<file path="src/rtl/stopwatch_core_if.sv">
// Control pulses and display outputs of the stopwatch core.
// The master side (controller or bench) drives the pulses; the core (slave) drives the display.
interface stopwatch_core_if #(
  parameter int DIGITS = 4
);
  logic                  start_stop;
  logic                  lap;
  logic                  clear;
  logic [4*DIGITS-1:0]   disp;
  logic                  running;
  logic                  lap_active;
  logic                  overflow;
  logic                  tick;

  modport master (
    output start_stop, lap, clear,
    input  disp, running, lap_active, overflow, tick
  );

  modport slave (
    input  start_stop, lap, clear,
    output disp, running, lap_active, overflow, tick
  );
endinterface

</file>
<file path="src/rtl/stopwatch_core.sv">
// BCD stopwatch: prescaled decimal counter with run/pause/lap control,
// lap freeze register, sticky overflow and a registered tick pulse.
// Every output comes straight from a flop, so there is no input-to-output path.
module stopwatch_core #(
  parameter int DIGITS   = 4,
  parameter int TICK_DIV = 100000,
  parameter bit SATURATE = 1'b0
) (
  input logic             clk,
  input logic             rst_n,
  stopwatch_core_if.slave bus
);

  localparam int            CW        = 4 * DIGITS;
  localparam int            PW        = $clog2(TICK_DIV);
  localparam logic [PW-1:0] PRESC_MAX = PW'(TICK_DIV - 1);

  typedef enum logic [1:0] {
    IDLE  = 2'd0,
    RUN   = 2'd1,
    PAUSE = 2'd2,
    LAP   = 2'd3
  } state_e;

  state_e          state_q, state_d;
  logic [PW-1:0]   presc_q, presc_d;
  logic [CW-1:0]   count_q, count_d;
  logic [CW-1:0]   lap_q,   lap_d;
  logic            ovf_q,   ovf_d;
  logic [CW-1:0]   disp_q;
  logic            running_q;
  logic            lap_active_q;
  logic            tick_q;

  logic            inc;
  logic            all_nines;
  logic [CW-1:0]   count_inc;

  // Detect terminal count: every digit holds 9.
  always_comb begin
    all_nines = 1'b1;
    for (int i = 0; i < DIGITS; i++) begin
      if (count_q[4*i +: 4] != 4'd9) all_nines = 1'b0;
    end
  end

  // Decimal +1 with ripple carry; a digit at 9 wraps to 0 and passes the carry on.
  always_comb begin
    logic carry;
    count_inc = count_q;
    carry     = 1'b1;
    for (int i = 0; i < DIGITS; i++) begin
      if (carry) begin
        if (count_q[4*i +: 4] == 4'd9) begin
          count_inc[4*i +: 4] = 4'd0;
        end else begin
          count_inc[4*i +: 4] = count_q[4*i +: 4] + 4'd1;
          carry               = 1'b0;
        end
      end
    end
  end

  // Next-state: prescaler and count update first, then the control pulses
  // (clear > start_stop > lap) decide the state, so a tick on a pause or lap
  // edge is already contained in the paused or captured value.
  always_comb begin
    // NOTE: every signal gets a default first so no path leaves it unassigned;
    // a missing default here would infer a latch.
    state_d = state_q;
    presc_d = presc_q;
    count_d = count_q;
    lap_d   = lap_q;
    ovf_d   = ovf_q;
    inc     = 1'b0;

    if (state_q == RUN || state_q == LAP) begin
      if (presc_q == PRESC_MAX) begin
        presc_d = '0;
        inc     = 1'b1;
      end else begin
        presc_d = presc_q + PW'(1);
      end
    end

    if (inc) begin
      if (all_nines) ovf_d = 1'b1;
      if (!(all_nines && SATURATE)) count_d = count_inc;
    end

    unique case (state_q)
      IDLE: begin
        presc_d = '0;
        if (bus.start_stop) state_d = RUN;
      end
      RUN: begin
        if (bus.start_stop) begin
          state_d = PAUSE;
        end else if (bus.lap) begin
          state_d = LAP;
          lap_d   = count_d;
        end
      end
      PAUSE: begin
        if (bus.start_stop) state_d = RUN;
      end
      LAP: begin
        if (bus.start_stop)   state_d = PAUSE;
        else if (bus.lap)     state_d = RUN;
      end
      default: state_d = IDLE;
    endcase

    if (bus.clear) begin
      state_d = IDLE;
      presc_d = '0;
      count_d = '0;
      lap_d   = '0;
      ovf_d   = 1'b0;
    end
  end

  // State, counters and registered outputs; outputs are computed from next-state
  // so they line up with the state they describe.
  always_ff @(posedge clk or negedge rst_n) begin
    if (!rst_n) begin
      state_q      <= IDLE;
      presc_q      <= '0;
      count_q      <= '0;
      // NOTE: the lap register is reset like any other state so that a reset
      // during LAP cannot leave a stale frozen value behind.
      lap_q        <= '0;
      ovf_q        <= 1'b0;
      disp_q       <= '0;
      running_q    <= 1'b0;
      lap_active_q <= 1'b0;
      tick_q       <= 1'b0;
    end else begin
      // NOTE: non-blocking assignments so every flop samples pre-edge values.
      state_q      <= state_d;
      presc_q      <= presc_d;
      count_q      <= count_d;
      lap_q        <= lap_d;
      ovf_q        <= ovf_d;
      disp_q       <= (state_d == LAP) ? lap_d : count_d;
      running_q    <= (state_d == RUN) || (state_d == LAP);
      lap_active_q <= (state_d == LAP);
      tick_q       <= ((state_d == RUN) || (state_d == LAP)) && (presc_d == PRESC_MAX);
    end
  end

  assign bus.disp       = disp_q;
  assign bus.running    = running_q;
  assign bus.lap_active = lap_active_q;
  assign bus.overflow   = ovf_q;
  assign bus.tick       = tick_q;

endmodule
</file>
<file path="src/flat_wrapper.sv">
// flat-port wrapper written by rule: the top's interface ports become plain ports
module stopwatch_core_flat 
#(
  parameter int DIGITS   = 4,
  parameter int TICK_DIV = 100000,
  parameter bit SATURATE = 1'b0
)
  (clk, rst_n, bus_start_stop, bus_lap, bus_clear, bus_disp, bus_running, bus_lap_active, bus_overflow, bus_tick);
  stopwatch_core_if #(.DIGITS(DIGITS)) bus_i ();
  input logic clk;
  input logic rst_n;
  input wire logic [$bits(bus_i.start_stop)-1:0] bus_start_stop;
  input wire logic [$bits(bus_i.lap)-1:0] bus_lap;
  input wire logic [$bits(bus_i.clear)-1:0] bus_clear;
  output wire logic [$bits(bus_i.disp)-1:0] bus_disp;
  output wire logic [$bits(bus_i.running)-1:0] bus_running;
  output wire logic [$bits(bus_i.lap_active)-1:0] bus_lap_active;
  output wire logic [$bits(bus_i.overflow)-1:0] bus_overflow;
  output wire logic [$bits(bus_i.tick)-1:0] bus_tick;
  assign bus_i.start_stop = bus_start_stop;
  assign bus_i.lap = bus_lap;
  assign bus_i.clear = bus_clear;
  assign bus_disp = bus_i.disp;
  assign bus_running = bus_i.running;
  assign bus_lap_active = bus_i.lap_active;
  assign bus_overflow = bus_i.overflow;
  assign bus_tick = bus_i.tick;
  stopwatch_core #(.DIGITS(DIGITS), .TICK_DIV(TICK_DIV), .SATURATE(SATURATE)) u_core (.clk(clk), .rst_n(rst_n), .bus(bus_i));
endmodule
</file>
<file path="config.mk">
export PLATFORM = sky130hd
export DESIGN_NAME = stopwatch_core_flat
export DESIGN_NICKNAME = d
export VERILOG_FILES = /design/src/rtl/stopwatch_core_if.sv /design/src/rtl/stopwatch_core.sv /design/src/flat_wrapper.sv
export SDC_FILE = /design/constraint.sdc
export NUM_CORES = 1
export LEC_CHECK = 0
export ABC_AREA = 1
export CAP_MARGIN = 20
export CORE_ASPECT_RATIO = 2
export CORE_MARGIN = 3
export CORE_UTILIZATION = 55
export CTS_BUF_LIST = sky130_fd_sc_hd__clkbuf_8
export CTS_CLUSTER_DIAMETER = 60
export DETAILED_ROUTE_END_ITERATION = 7
export PLACE_DENSITY = 0.83
export SETUP_SLACK_MARGIN = 0.3
export SLEW_MARGIN = 20
export SYNTH_ARGS = -nofsm -noshare
export SYNTH_HDL_FRONTEND = slang
export SYNTH_SLANG_ARGS = --single-unit
</file>
<file path="constraint.sdc">
create_clock -name clk -period 5.3 [get_ports clk]
set_input_delay 1.06 -clock clk [delete_from_list [all_inputs] [get_ports clk]]
set_output_delay 1.06 -clock clk [all_outputs]
set_load 0.01 [all_outputs]
</file>
==> results of run 1 <==
## critical path: cells and delay by family
family	cells	cell delay, ns
buffers and inverters	3	1.84
AOI/OAI and AO/OA	3	0.51
and+or+nand+nor	2	0.51
## where the power goes
part           leakage, nW  total (mW)  switching, mW  internal, mW
sequential           0.973       0.546        0.00541         0.541
combinational        0.991      0.0503         0.0369        0.0134
clock                0.108       0.478          0.202         0.276
total                 2.07        1.07          0.244         0.830
## cells by family after synthesis
logic type	Yosys count	synth area share, %
DFF	70	47.3
and+or+nand+nor	242	31.0
adders and majority gates	9	3.04
buffers and inverters	74	8.01
xor gates and xnor gates	2	0.473
AOI/OAI and AO/OA	63	9.40
muxes	3	0.811
## state kept, by name (all words and copies together) (netlist names)
register and count:
u_core.presc_q 17, u_core.bus.disp 16, u_core.count_q 16, u_core.lap_q 16, u_core.bus.lap_active 1, u_core.bus.overflow 1, u_core.bus.running 1, u_core.bus.tick 1
u_core.state_q 1
## per-stage QoR
stage | util (%) | area [um^2] | worst slack (ns) | power, mW | hold slack (ns)
6_report | 65.9 | 4220 | 1.66 | 1.07 | 0.549
4_1_cts | 65.9 | 4220 | 1.67 | 1.08 | 0.544
3_5_place_dp | 62.4 | 4000 | 1.28 | 0.607 | 0.530
2_1_floorplan | - | 3700 | 3.10 | 0.585 | 0.523
3_3_place_gp | 62.4 | 4000 | 1.49 | 0.605 | 0.518
5_1_grt | 65.9 | 4220 | 1.41 | 1.11 | 0.579
## cell type report
class / count / area share (%)
well taps: 86 / 2.55
clock inverters: 6 / 2.01
repair buffers: 26 / 5.92
inverters: 62 / 5.51
clock buffers: 10 / 3.26
flip-flops and latches: 70 / 41.5
multi-input cells: 319 / 39.3
## worst min-delay path by stage
stage	start	to	cells past startpoint
2_1_floorplan	u_core.lap_q[15]$_DFF_PN0_	u_core.lap_q[15]$_DFF_PN0_	2
3_3_place_gp	u_core.bus.overflow$_DFFE_PN0P_	u_core.bus.overflow$_DFFE_PN0P_	2
3_5_place_dp	u_core.bus.overflow$_DFFE_PN0P_	u_core.bus.overflow$_DFFE_PN0P_	2
4_1_cts	u_core.bus.overflow$_DFFE_PN0P_	u_core.bus.overflow$_DFFE_PN0P_	2
5_1_grt	u_core.bus.overflow$_DFFE_PN0P_	u_core.bus.overflow$_DFFE_PN0P_	2
6_report	u_core.bus.overflow$_DFFE_PN0P_	u_core.bus.overflow$_DFFE_PN0P_	2
## cell usage in the layout, fill, tap and decap left out, types with 4 or more instances in the layout
master	instances
nand3_2	4
dfrtp_1	70
inv_2	7
nand3b_1	5
nand2_2	4
ha_1	9
clkdlybuf4s50_1	23
a21oi_2	4
nand2_1	99
nand3_1	35
o21ai_0	33
inv_1	55
nor2_1	49
a21oi_1	18
nand4_1	15
nor3_1	9
clkbuf_8	10
nor2_2	13
## layer usage
| metal | global-route usage (%) | routed length (um) |
|---|---|---|
| met1 | 23.5 | 3010 |
| met2 | 45.8 | 4950 |
| met3 | 2.58 | 269 |
| met4 | 17.2 | 323 |
| met5 | 0 | 0 |
==> results_dict.tcl, run 1 <==
set metrics [dict create \
    grt_pass1_wl_mm 14.4 \
    ir_drop_mv 0.234 \
    cts_setup_buffers 0 \
    critPathKind "input port to register" \
    syn_area_um2 3700 \
    hold_buffers 0 \
    vias_per_cell 5.39 \
    grt_start_max_net_pins 44 \
    seq_area_frac_synth_pct 47.3 \
    vias 3120 \
    overflow 0 \
    start_util_pct 57.7 \
    min_period_over_period_pct 68.7 \
    synth_area_leaders "dfrtp_1 47%, nand2_1 10%, inv_1 5.6%, nor2_1 5.0%, nand3_1 4.7%" \
    cts_tree "done" \
    power_density_nw_per_um2 254 \
    worst-r2r-cell-count 12 \
    worst_path_max_delay_cell "clkdlybuf4s50_1" \
    crit_path_frequent_cell "o21ai_0" \
    core_area_um2 6410 \
    cts-buffers-inserted 9 \
    drive_gt1_share_pct 12.0 \
    synth_common_cells "99 x nand2_1, 70 x dfrtp_1, 55 x inv_1" \
    fill_cells 555 \
    first_global_vias 3226 \
    die_h_um 122 \
    cts_buffer_depth 2 \
    wl_mm 8.56 \
    htreeDepth 3 \
    slew_headroom_pct 34.1 \
    cp_slowest_stage_delay_ns 0.78 \
    worstPathCellList "clkdlybuf4s50_1 > inv_1 > o21ai_0 > a31oi_1 > nand2_1 > inv_2 > nand3_1 > o21ai_0" \
    syn_to_final_growth_pct 14.1 \
    drt.antenna.violating_nets 0 \
    final.setup_skew_ns 0.00833 \
    cts-resized-gates 0 \
    synth_area_per_cell_um2 8.00 \
    first_pass_iters 5 \
    synth_top_cell_area_share_pct 47.3 \
    hold_class "register to register" \
    r2r_start "u_core.bus.running$_DFF_PN0_" \
    path_clk_slew_ns 0.07 \
    power.leakage_nw 2.07 \
    setup_viol 0 \
    post-route-drc-count 0 \
    dp_hpwl_mm 6.23 \
    grt_usage_pct 24.2 \
    antenna_found_initial 0 \
    pin_count 25 \
    final-hold-violation-count 0 \
    drtIter0Drc 294 \
    multi_input_area_um2 1660 \
    synthFlopType "dfrtp_1" \
    ff2ff_setup_slack_ns 3.02 \
    crit_end "u_core.bus.disp[7]$_DFF_PN0_" \
    startpoint_type "input port" \
    rows 41 \
    crit_path_start "bus_clear" \
    tightestPinTransition_ns 0.989 \
    syn_inst 463 \
    final-seq-area_um2 1750 \
    clk_latency_ns 0.35 \
    io_buffers 24 \
    die_area_um2 7810 \
    maxCapViolations 0 \
    worst_r2r_endpoint "u_core.bus.tick$_DFF_PN0_" \
    yosys.area.top_type "dfrtp_1" \
    synth.distinct_cells 35 \
    max_freq_ghz 0.274 \
    critPathRequiredTime_ns 5.57 \
    crit_fanout 21 \
    finalSetupTns_ns 0 \
    root_buffer "clkbuf_8" \
    die_w_um 64.0 \
    async_flop_share_pct 100 \
    synth_edf_count 0 \
    final_max_slew_viol_count 0 \
    numClockSinks 70 \
    routedWlPerCell_um 14.8 \
    status "complete, no violations" \
    nNetsFinal 502 \
    ys_ff_latch 70 \
    antenna_cells 0 \
    final_cells 579 \
    ys_warn_count 0 \
    synth_nets 477 \
    synth.most_common_cell "nand2_1" \
    arrival_ns 3.91 \
    fin_crit_ns 3.64 \
    dp_cells 563 \
    crit_path_end_kind "register" \
    gp_congestion 0.946 \
    rsz0062_at_grt "false" \
]
(Power assumes the default switching activity.)
==> run 2: changes to the inputs <==
--- a/config.mk
+++ b/config.mk
@@ -13,7 +13,7 @@
 export CTS_BUF_LIST = sky130_fd_sc_hd__clkbuf_8
 export CTS_CLUSTER_DIAMETER = 60
 export DETAILED_ROUTE_END_ITERATION = 7
-export PLACE_DENSITY = 0.83
+export PLACE_DENSITY = 0.86
 export SETUP_SLACK_MARGIN = 0.3
 export SLEW_MARGIN = 20
 export SYNTH_ARGS = -nofsm -noshare
==> constraint.sdc (replaced) <==
create_clock -name clk -period 3.2 [get_ports clk]
set_input_delay 0.64 -clock clk [delete_from_list [all_inputs] [get_ports clk]]
set_output_delay 0.64 -clock clk [all_outputs]
set_load 0.01 [all_outputs]
==> results_dict.tcl, run 2 (synthesized netlist as in run 1, its figures left out) <==
set metrics [dict create \
    crit_path_end_kind "register" \
    path_clk_slew_ns 0.07 \
    overflow 0 \
    pin_count 25 \
    p_sw_mw 0.380 \
    io_buffers 24 \
    drtIter0Drc 185 \
    intPower_mw 1.21 \
    root_buffer "clkbuf_8" \
    clock_power_share_pct 37.5 \
    tightestPinTransition_ns 0.616 \
    final_cell_mix "99 x nand2_1, 70 x dfrtp_1, 60 x inv_1" \
    die_area_um2 7810 \
    arrival_ns 2.59 \
    slew_headroom_pct 58.9 \
    mostFrequentLayoutCell "nand2_1" \
    sw_frac_of_total_pct 24.0 \
    fill_cells 525 \
    fin_crit_ns 2.32 \
    power_frac_seq_pct 57.0 \
    startpoint_type "input port" \
    critPathRequiredTime_ns 3.47 \
    worst_r2r_endpoint "u_core.bus.tick$_DFF_PN0_" \
    drive_gt1_share_pct 11.5 \
    cts_setup_buffers 0 \
    nNetsFinal 505 \
    setup_viol 0 \
    dp_hpwl_mm 6.53 \
    drt-met1-wl_mm 2.94 \
    largest_register "u_core.presc_q" \
    pre_cts_slack_ns 0.531 \
    core_area_um2 6410 \
    antenna_cells 0 \
    maxCapViolations 0 \
    max_freq_ghz 0.431 \
    power.leakage_nw 2.08 \
    drt.antenna.violating_nets 0 \
    ff2ff_setup_slack_ns 0.89 \
    gp_congestion 0.913 \
    final-hold-violation-count 0 \
    vias_per_cell 5.63 \
    status "complete, no violations" \
    fin_total_pwr_mw 1.59 \
    finalSetupTns_ns 0 \
    wl_mm 8.64 \
    routedWlPerCell_um 14.8 \
    wl_met2_mm 5.03 \
    die_h_um 122 \
    hold_class "input port to asynchronous set/reset pin" \
    min_period_over_period_pct 72.5 \
    rsz0062_at_grt "false" \
    largest_reg_flops 17 \
    numClockSinks 70 \
    grt_start_max_net_pins 42 \
    clk_latency_ns 0.35 \
    top_layer "met4" \
    first_pass_iters 4 \
    cts_tree "done" \
    die_w_um 64.0 \
    hold_buffers 0 \
    first_global_vias 3374 \
    final_core_util_pct 65.3 \
    final.setup_skew_ns 0.00727 \
    worst-r2r-cell-count 12 \
    critPathKind "input port to register" \
    rows 41 \
    power_density_nw_per_um2 380 \
    syn_to_final_growth_pct 13.0 \
    start_util_pct 57.7 \
    antenna_found_initial 0 \
    vias 3278 \
    pwr-share-comb_pct 5.5 \
    ir_drop_mv 0.338 \
    r2r_start "u_core.bus.running$_DFF_PN0_" \
    wl_met3_um 295 \
    htreeDepth 3 \
    cts-buffers-inserted 9 \
    setup_slack_ns 0.879 \
    crit_fanout 19 \
    grt_pass1_wl_mm 14.4 \
    cts-resized-gates 0 \
    post-route-drc-count 0 \
    final_max_slew_viol_count 0 \
    grt_usage_pct 24.2 \
    cts_buffer_depth 2 \
]
## run 2: cell count changes in the layout (fill, tap and decap cells not counted), sizes merged
cell      change
clkinvlp      -2
clkinv        -1
inv           +5
bufinv        -2
buf           +3
## run 2: metal layers
layer,vias to the layer above,global-route usage (%)
met5,-,0
met4,0,15.7
met3,29,4.98
met2,89,46.9
met1,1609,21.7
li1,1551,-
## run 2: how the worst max path moves through the flow
stage	start	end	slack [ns]	depth (start not counted)
detailed placement	bus_start_stop	u_core.bus.disp[10]$_DFF_PN0_	0.53	8
global placement	bus_start_stop	u_core.bus.disp[7]$_DFF_PN0_	0.58	8
finish	bus_start_stop	u_core.bus.disp[7]$_DFF_PN0_	0.88	9
global route	u_core.bus.running$_DFF_PN0_	u_core.bus.tick$_DFF_PN0_	0.66	12
CTS	bus_start_stop	u_core.bus.disp[7]$_DFF_PN0_	0.89	9
floorplan	bus_clear	u_core.bus.disp[3]$_DFF_PN0_	1.42	10
## run 2: through the flow
stage | area (um^2) | hold slack, ns | instances
5_1_grt | 4190 | 0.331 | 582
2_1_floorplan | 3700 | 0.344 | 463
4_1_cts | 4190 | 0.311 | 582
3_5_place_dp | 4020 | 0.539 | 566
6_report | 4190 | 0.297 | 582
3_3_place_gp | 4020 | 0.524 | 566
## run 2: layout make-up
cell class                 count  area, um^2  share of cell area [%]
sequential                    70        1750                    41.9
clock inverter                 6        23.8                   0.568
clock buffer                  10         138                    3.29
inverter                      62         233                    5.56
multi-input combinational    319        1660                    39.6
timing repair buffer          29         273                    6.52
tap                           86         108                    2.57
## run 2: worst max-delay path, stage by stage
cell and delay [ns]:
clkdlybuf4s50_1 0.54, inv_1 0.07, nand2_1 0.08, o21ai_0 0.08, a31oi_1 0.19, nand2_1 0.37
inv_2 0.42, nand3_1 0.12, o21ai_0 0.08
## run 2: power groups by stage
stage	Combinational [mW]	Sequential, mW	Clock (mW)
2_1_floorplan	0.0504	0.918	0
3_3_place_gp	0.0845	0.920	0
3_5_place_dp	0.0884	0.922	0
4_1_cts	0.0889	0.905	0.602
5_1_grt	0.0989	0.906	0.643
6_report	0.0874	0.905	0.596
==> run 3: changes to the inputs <==
==> constraint.sdc (replaced) <==
create_clock -name clk -period 2.1 [get_ports clk]
set_input_delay 0.42 -clock clk [delete_from_list [all_inputs] [get_ports clk]]
set_output_delay 0.42 -clock clk [all_outputs]
set_load 0.01 [all_outputs]
==> results_dict.tcl, run 3 (synthesized netlist as in run 1, its figures left out) <==
set metrics [dict create \
    status "complete, no violations" \
    antenna_found_initial 0 \
    final_cells 614 \
    rows 41 \
    power_density_nw_per_um2 508 \
    cts_tree "done" \
    crit_fanout 6 \
    hold_class "input port to asynchronous set/reset pin" \
    drtIter0Drc 416 \
    mostFrequentLayoutCell "nand2_1" \
    vias_per_cell 5.98 \
    first_pass_iters 5 \
    multi_input_area_um2 2040 \
    final.setup_skew_ns 0.00419 \
    tightestPinTransition_ns 0.479 \
    fill_cells 401 \
    max_freq_ghz 0.488 \
    maxCapViolations 0 \
    slew_headroom_pct 67.7 \
    gp_congestion 0.947 \
    final-hold-violation-count 0 \
    startpoint_type "register" \
    pin_count 25 \
    grt_start_max_net_pins 71 \
    largest_register "u_core.presc_q" \
    post-route-drc-count 0 \
    critPathKind "register to register" \
    root_buffer "clkbuf_8" \
    antenna_cells 0 \
    final-seq-area_um2 1760 \
    die_h_um 122 \
    ir_drop_mv 0.647 \
    io_buffers 24 \
    wl_mm 11.4 \
    overflow 0 \
    rsz0062_at_grt "true" \
    cts_buffer_depth 2 \
    dp_hpwl_mm 6.36 \
    drt.antenna.violating_nets 0 \
    routedWlPerCell_um 18.5 \
    largest_reg_flops 17 \
    numClockSinks 70 \
    grt_usage_pct 27.1 \
    cts-buffers-inserted 9 \
    start_util_pct 57.7 \
    final_core_util_pct 76.1 \
    finalSetupTns_ns 0 \
    htreeDepth 3 \
    final_max_slew_viol_count 0 \
    nNetsFinal 538 \
    die_w_um 64.0 \
    hold_slack_ns 0.0714 \
    drive_gt1_share_pct 29.2 \
    hold_buffers 0 \
    clk_latency_ns 0.35 \
    fin_crit_ns 2.05 \
    vias 3674 \
    min_period_over_period_pct 97.6 \
    crit_path_end_kind "register" \
    dp_cells 571 \
    critPathRequiredTime_ns 2.37 \
    core_area_um2 6410 \
    die_area_um2 7810 \
    path_clk_slew_ns 0.07 \
    grt_pass1_wl_mm 16.1 \
    syn_to_final_growth_pct 31.8 \
    arrival_ns 2.32 \
    power.leakage_nw 2.33 \
    setup_viol 0 \
    first_global_vias 3643 \
    final_cell_mix "86 x nand2_1, 63 x dfrtp_1, 58 x inv_1" \
]
run 3: worst max-delay path, stage by stage (launching register included):
cell and delay [ns]:
dfrtp_1 0.42, ha_4 0.19, nand2_4 0.06, inv_4 0.08, nand2_4 0.05, nor2_4 0.13, inv_2 0.08, nor2_8 0.15
buf_12 0.15, nand2_8 0.08, o21bai_4 0.18, nand3_2 0.12, nand2_1 0.09, nand3_1 0.07, o21ai_1 0.11
run 3: what timing repair did:
action                                  4_1_cts  5_1_grt
setup buffers                                11       16
endpoints found under the setup margin       34       57
gates resized for setup                      47       53
cloned                                        0        1
pin swaps                                    16       24
run 3: worst paths after layout:
path / start / to / slack, ns / cells past startpoint
setup / recovery: u_core.presc_q[1]$_DFF_PN0_ / u_core.bus.disp[7]$_DFF_PN0_ / 0.05 / 14
hold / removal: rst_n / u_core.bus.lap_active$_DFF_PN0_ / 0.07 / 2
setup reg to reg: u_core.presc_q[1]$_DFF_PN0_ / u_core.bus.disp[7]$_DFF_PN0_ / 0.05 / 14
hold reg to reg: u_core.bus.overflow$_DFFE_PN0P_ / u_core.bus.overflow$_DFFE_PN0P_ / 0.53 / 2
max in group asynchronous: rst_n / u_core.presc_q[5]$_DFF_PN0_ / 1.69 / 2
min in group clk: u_core.bus.overflow$_DFFE_PN0P_ / u_core.bus.overflow$_DFFE_PN0P_ / 0.53 / 2
run 3: layer usage:
layer  global-route usage (%)  vias to the layer above  part of all wire, %
met5                        0                        -                    0
met4                     20.3                        0                  6.7
met3                     5.63                       73                  4.6
met2                     50.6                      204                   56
met1                     24.8                     1783                   33
li1                         -                     1614                    -
run 3: per-stage QoR:
step / instance area (um^2) / total power [mW] / worst slack [ns]
2_1_floorplan: 3700 / 1.48 / 0.326
3_3_place_gp: 4090 / 1.54 / -0.0557
3_5_place_dp: 4090 / 1.55 / -0.0605
4_1_cts: 4520 / 2.49 / 0.211
5_1_grt: 4880 / 2.55 / -0.0480
6_report: 4880 / 2.48 / 0.0504
run 3: layout make-up:
class                           count  area share [%]
Multi-Input combinational cell    320            41.8
Inverter                           62            4.82
Sequential cell                    70            36.1
Tap cell                           86            2.21
Timing Repair Buffer               61            11.6
Clock buffer                       11            3.10
Clock inverter                      4           0.333
run 3: report_power, final:
group          switching [mW]  total (mW)  internal (mW)
Combinational           0.115       0.170         0.0541
Sequential            0.00926        1.38           1.37
Clock                   0.463       0.935          0.472
Total                   0.588        2.48           1.89
